==> src/rtl/conv_layer_stream.sv <==
// conv_layer_stream: streaming 1-D valid-window convolution with saturation.
// Optional: define CONV_RELU_EN to clamp negative outputs to zero.
module conv_layer_stream #(
  parameter int T = 16,
  parameter int N = 64,
  parameter int M = 9
) (
  input  logic                clk,
  input  logic                reset,
  input  logic signed [T-1:0] x_data,
  input  logic                x_valid,
  output logic                x_ready,
  input  logic signed [T-1:0] w_data,
  input  logic                w_valid,
  output logic                w_ready,
  output logic signed [T-1:0] y_data,
  output logic                y_valid,
  input  logic                y_ready
);

  localparam int AW = 2*T + $clog2(M) + 1;
  localparam int XW = $clog2(N+1);
  localparam int WW = $clog2(M+1);
  localparam int IW = (N > 1) ? $clog2(N) : 1;
  localparam int JW = (M > 1) ? $clog2(M) : 1;

  localparam logic [XW-1:0] NX = XW'(N);
  localparam logic [WW-1:0] MW = WW'(M);
  localparam logic [IW-1:0] KL = IW'(N-M);
  localparam logic [JW-1:0] JL = JW'(M-1);

  localparam logic signed [T-1:0] YMAX = {1'b0, {(T-1){1'b1}}};
  localparam logic signed [T-1:0] YMIN = {1'b1, {(T-1){1'b0}}};

  typedef enum logic [1:0] {
    IDLE,
    LOAD,
    COMPUTE,
    OUT
  } state_t;

  state_t state;

  logic [XW-1:0] xcnt;
  logic [WW-1:0] wcnt;
  logic [IW-1:0] k;
  logic [JW-1:0] j;
  logic [IW-1:0] idx;

  logic signed [T-1:0] xbuf [N];
  logic signed [T-1:0] wreg [M];

  logic signed [AW-1:0]  acc;
  logic signed [AW-1:0]  acc_base;
  logic signed [AW-1:0]  acc_nx;
  logic signed [2*T-1:0] prod;
  logic signed [T-1:0]   sat_v;
  logic signed [T-1:0]   y_nx;

  logic x_hs;
  logic w_hs;
  logic x_full;
  logic w_full;

  assign x_ready = (state == LOAD) && (xcnt < NX);
  assign w_ready = (state == LOAD) && (wcnt < MW);
  assign x_hs    = x_valid && x_ready;
  assign w_hs    = w_valid && w_ready;

  // Counters are full now or become full on this cycle's handshake.
  assign x_full = (xcnt == NX) || (x_hs && (xcnt == NX - XW'(1)));
  assign w_full = (wcnt == MW) || (w_hs && (wcnt == MW - WW'(1)));

  assign idx      = k + IW'(j);
  assign prod     = xbuf[idx] * wreg[j];
  assign acc_base = (j == '0) ? '0 : acc;
  assign acc_nx   = acc_base + AW'(prod);

  // Clamp the full-precision sum into the signed output range.
  always_comb begin
    sat_v = acc_nx[T-1:0];
    if (acc_nx > AW'(YMAX)) begin
      sat_v = YMAX;
    end else if (acc_nx < AW'(YMIN)) begin
      sat_v = YMIN;
    end
  end

`ifdef CONV_RELU_EN
  assign y_nx = sat_v[T-1] ? '0 : sat_v;
`else
  assign y_nx = sat_v;
`endif

  // Sample and weight storage; counters gate validity, so no reset needed.
  always_ff @(posedge clk) begin
    if (x_hs) begin
      xbuf[xcnt[IW-1:0]] <= x_data;
    end
    if (w_hs) begin
      wreg[wcnt[JW-1:0]] <= w_data;
    end
  end

  // Job sequencer: load, one MAC per cycle, hold output until accepted.
  always_ff @(posedge clk or negedge reset) begin
    if (!reset) begin
      state   <= IDLE;
      xcnt    <= '0;
      wcnt    <= '0;
      k       <= '0;
      j       <= '0;
      acc     <= '0;
      y_data  <= '0;
      y_valid <= 1'b0;
    end else begin
      unique case (state)
        IDLE: begin
          state <= LOAD;
        end
        LOAD: begin
          if (x_hs) begin
            xcnt <= xcnt + XW'(1);
          end
          if (w_hs) begin
            wcnt <= wcnt + WW'(1);
          end
          if (x_full && w_full) begin
            state <= COMPUTE;
            k     <= '0;
            j     <= '0;
          end
        end
        COMPUTE: begin
          acc <= acc_nx;
          if (j == JL) begin
            state   <= OUT;
            y_data  <= y_nx;
            y_valid <= 1'b1;
          end else begin
            j <= j + JW'(1);
          end
        end
        OUT: begin
          if (y_ready) begin
            y_valid <= 1'b0;
            j       <= '0;
            if (k < KL) begin
              k     <= k + IW'(1);
              state <= COMPUTE;
            end else begin
              xcnt  <= '0;
              wcnt  <= '0;
              k     <= '0;
              state <= LOAD;
            end
          end
        end
        default: begin
          state <= IDLE;
        end
      endcase
    end
  end

endmodule
==> config.mk <==
export PLATFORM = sky130hd
export DESIGN_NAME = conv_layer_stream
export DESIGN_NICKNAME = d
export VERILOG_FILES = /design/src/rtl/conv_layer_stream.sv
export SDC_FILE = /design/constraint.sdc
export NUM_CORES = 2
export LEC_CHECK = 0
export CORE_MARGIN = 2
export CORE_UTILIZATION = 40
export CTS_CLUSTER_SIZE = 25
export DETAILED_ROUTE_END_ITERATION = 10
export HOLD_SLACK_MARGIN = 0.15
export PLACE_DENSITY = 0.53
export SYNTH_ARGS = -nofsm -noshare
export SYNTH_HDL_FRONTEND = slang
export SYNTH_SLANG_ARGS = --single-unit
==> constraint.sdc <==
create_clock -name clk -period 30.5 [get_ports clk]
set_clock_uncertainty 0.15 [all_clocks]
set_input_delay 6.1 -clock clk [delete_from_list [all_inputs] [get_ports clk]]
set_output_delay 6.1 -clock clk [all_outputs]
set_load 0.02 [all_outputs]
==> results.sh <==
export IMPL_maxCapViolCount=0
export IMPL_cts_buffers=137
export IMPL_finalCriticalPeriod_ns=13.38
export IMPL_clockBufferDepth=3
export IMPL_worst_slew_pin_slew_ns=1.25
export IMPL_cts_tree="yes"
export IMPL_die_w_um=394
export IMPL_grt_pass1_vias=33900
export IMPL_ant_nets=0
export IMPL_slowest_stage="fa_4"
export IMPL_async_flop_share=0.0618
export IMPL_synth_warnings=0
export IMPL_worstSetupPathType="reg -> reg"
export IMPL_wl_um=154000
export IMPL_dieHeight_um=394
export IMPL_cts_sink_count=1245
export IMPL_routed_via_density=5.34
export IMPL_path_clk_slew_ns=0.06
export IMPL_coreArea_um2=152000
export IMPL_synthCells=3629
export IMPL_synth_avg_cell_area_um2=16.8
export IMPL_cts_resized=0
export IMPL_arrival_ns=13.81
export IMPL_synth_area_leader_cell="edfxtp_1"
export IMPL_cts_hold_fix_buffers=0
export IMPL_dp_hpwl_um=98400
export IMPL_area_delta_synth_final_pct=12.9
export IMPL_netlist_area_um2=60900
export IMPL_status="finished, final reports clean"
export IMPL_grt_max_degree=93
export IMPL_hold_violations=0
export IMPL_antenna_found_initial=4
export IMPL_synth_main_ff_cell="edfxtp_1"
export IMPL_grt_ovfl_total=0
export IMPL_synth_seq_cells=1245
export IMPL_firstDrtPassIters=8
export IMPL_synth_edf_count=1168
export IMPL_critPathLaunchType="register"
export IMPL_reg2reg_depth=33
export IMPL_layout_nets=4264
export IMPL_cpPeakStageDelay_ns=1.36
export IMPL_hp_class="reg -> reg"
export IMPL_final_max_slew_viol_count=0
export IMPL_rows=143
export IMPL_gp_congestion=0.834
export IMPL_path_common_cell="fa_1"
export IMPL_synth_cell_type_count=76
export IMPL_rsz0062_at_grt="no"
export IMPL_relSlewSlack=0.165
export IMPL_cts_root_buf="clkbuf_16"
export IMPL_start_util=0.402
export IMPL_end_kind="register"
export IMPL_portBuffers=55
export IMPL_synthDominantCellAreaShare=0.576
export IMPL_cts_setup_buffers=0
export IMPL_tns_ns=0
export IMPL_synth_area_leaders="edfxtp_1 (58%), mux4_2 (13%), fa_1 (10%)"
export IMPL_insertion_delay_ns=0.78
export IMPL_dr_total_vias=31600
export IMPL_wl_per_cell_um=26.1
export IMPL_max_freq_mhz=74.7
export IMPL_drive_gt1_frac=0.208
export IMPL_io_pins=56
export IMPL_syn_nets=4107
export IMPL_ctsHtreeMaxLevel=4
export IMPL_grt_pass1_wl_um=231000
export IMPL_die_area_um2=155000
export IMPL_grt_usage=0.202
export IMPL_period_share=0.439
export IMPL_worst_path_max_fanout=92
export IMPL_hold_path_depth=2
export IMPL_route_detailed_drc=0
export IMPL_setup_viol=0
export IMPL_ys_seq_area_frac=0.608
export IMPL_drt_iter0_drc=2284
export IMPL_required_ns=30.93
## layer usage
metal | vias up | part of all wire | GRT usage
met3 | 204 | 0.042 | 0.0287
met1 | 16900 | 0.43 | 0.272
met2 | 737 | 0.51 | 0.345
met5 | - | 0.00016 | 0
met4 | 4 | 0.021 | 0.0526
li1 | 13700 | - | -
## cells by family after synthesis
group                    after synthesis  share of synthesized area
flip-flops                          1245                      0.608
XOR/XNOR                              47                    0.00732
AND/OR/NAND/NOR                      707                     0.0531
buffers and inverters                542                     0.0357
AO/OA/AOI/OAI                        246                     0.0278
adder cells (fa/ha/maj)              441                      0.130
multiplexers                         401                      0.138
## synth_stat cells, drive strengths merged (6+ instances only)
master  number
nor2       296
nor2b       48
and3         9
mux4       350
nand4       13
a211oi      13
nand2b      47
o21ai       71
fa         319
xor2        21
buf         84
nor4         6
a41oi        6
o32ai       16
a21oi       68
clkbuf      76
xnor2       26
ha         122
nor3        16
and2        17
mux2i       35
a21o        20
nand3       25
or2         20
nand2      191
dfrtp       77
mux2        16
edfxtp    1168
inv        381
## sequential cells by signal, indices dropped and copies added, names as in the netlist
signal   count
acc         37
xbuf      1024
state        2
k            6
y_data      16
j            4
wcnt         4
wreg       144
y_valid      1
xcnt         7
## worst paths after layout
kind / start / endpoint / slack (ns)
min: acc[34]$_DFFE_PN0P_ / acc[34]$_DFFE_PN0P_ / 0.32
min reg2reg: acc[34]$_DFFE_PN0P_ / acc[34]$_DFFE_PN0P_ / 0.32
max in group asynchronous: reset / xcnt[0]$_DFFE_PN0P_ / 23.89
max reg2reg: j[0]$_DFFE_PN0P_ / y_data[11]$_DFFE_PN0P_ / 17.12
min in group asynchronous: reset / acc[28]$_DFFE_PN0P_ / 5.17
max: j[0]$_DFFE_PN0P_ / y_data[11]$_DFFE_PN0P_ / 17.12
## cell type report
cell class                      count  area (µm²)
Tap cell                         2030        2540
Inverter                          382        1430
Antenna cell                        1        2.50
Fill cell                       13200       82800
Clock buffer                      180        3620
Clock inverter                     64         716
Multi-Input combinational cell   1842       22000
Sequential cell                  1245       37000
Timing Repair Buffer              178        1440
## worst max-delay path, delay by kind of cell, from the launching register on
| kind | cells | cell delay, ns |
|---|---|---|
| multiplexers | 3 | 1.26 |
| AO/OA/AOI/OAI | 8 | 2.18 |
| AND/OR/NAND/NOR | 4 | 1.68 |
| adder cells (fa/ha/maj) | 9 | 4.83 |
| flip-flops | 1 | 0.34 |
| buffers and inverters | 9 | 2.49 |
## through the flow
step           utilization  cells  cell area, µm²  hold WS, ns  worst slack [ns]
2_1_floorplan            -   3629           60900        0.288             19.69
3_3_place_gp         0.425   5677           64400        0.302             17.18
3_5_place_dp         0.425   5677           64400        0.307             17.14
4_1_cts              0.453   5921           68700        0.322             17.05
5_1_grt              0.453   5921           68700        0.345             16.18
6_report             0.453   5922           68700        0.317             17.12
## cell usage in the layout (no fill, tap or decap), types with 47 or more instances in the layout
master     Yosys  layout
nor2_1       295     230
a21oi_1       65      62
mux4_2       350     350
edfxtp_1    1168    1168
inv_1        381     381
nor2b_1       48      47
dfrtp_1       77      76
nand2b_1      47      47
fa_1         319     318
clkbuf_16      0     137
buf_4         12     120
nand2_1      191     189
o21ai_0       64      61
nor2_2         1      66
ha_1         122     121
Power is not shown: default switching activity piles up to over one toggle a cycle in this logic, so the estimate is an artifact.
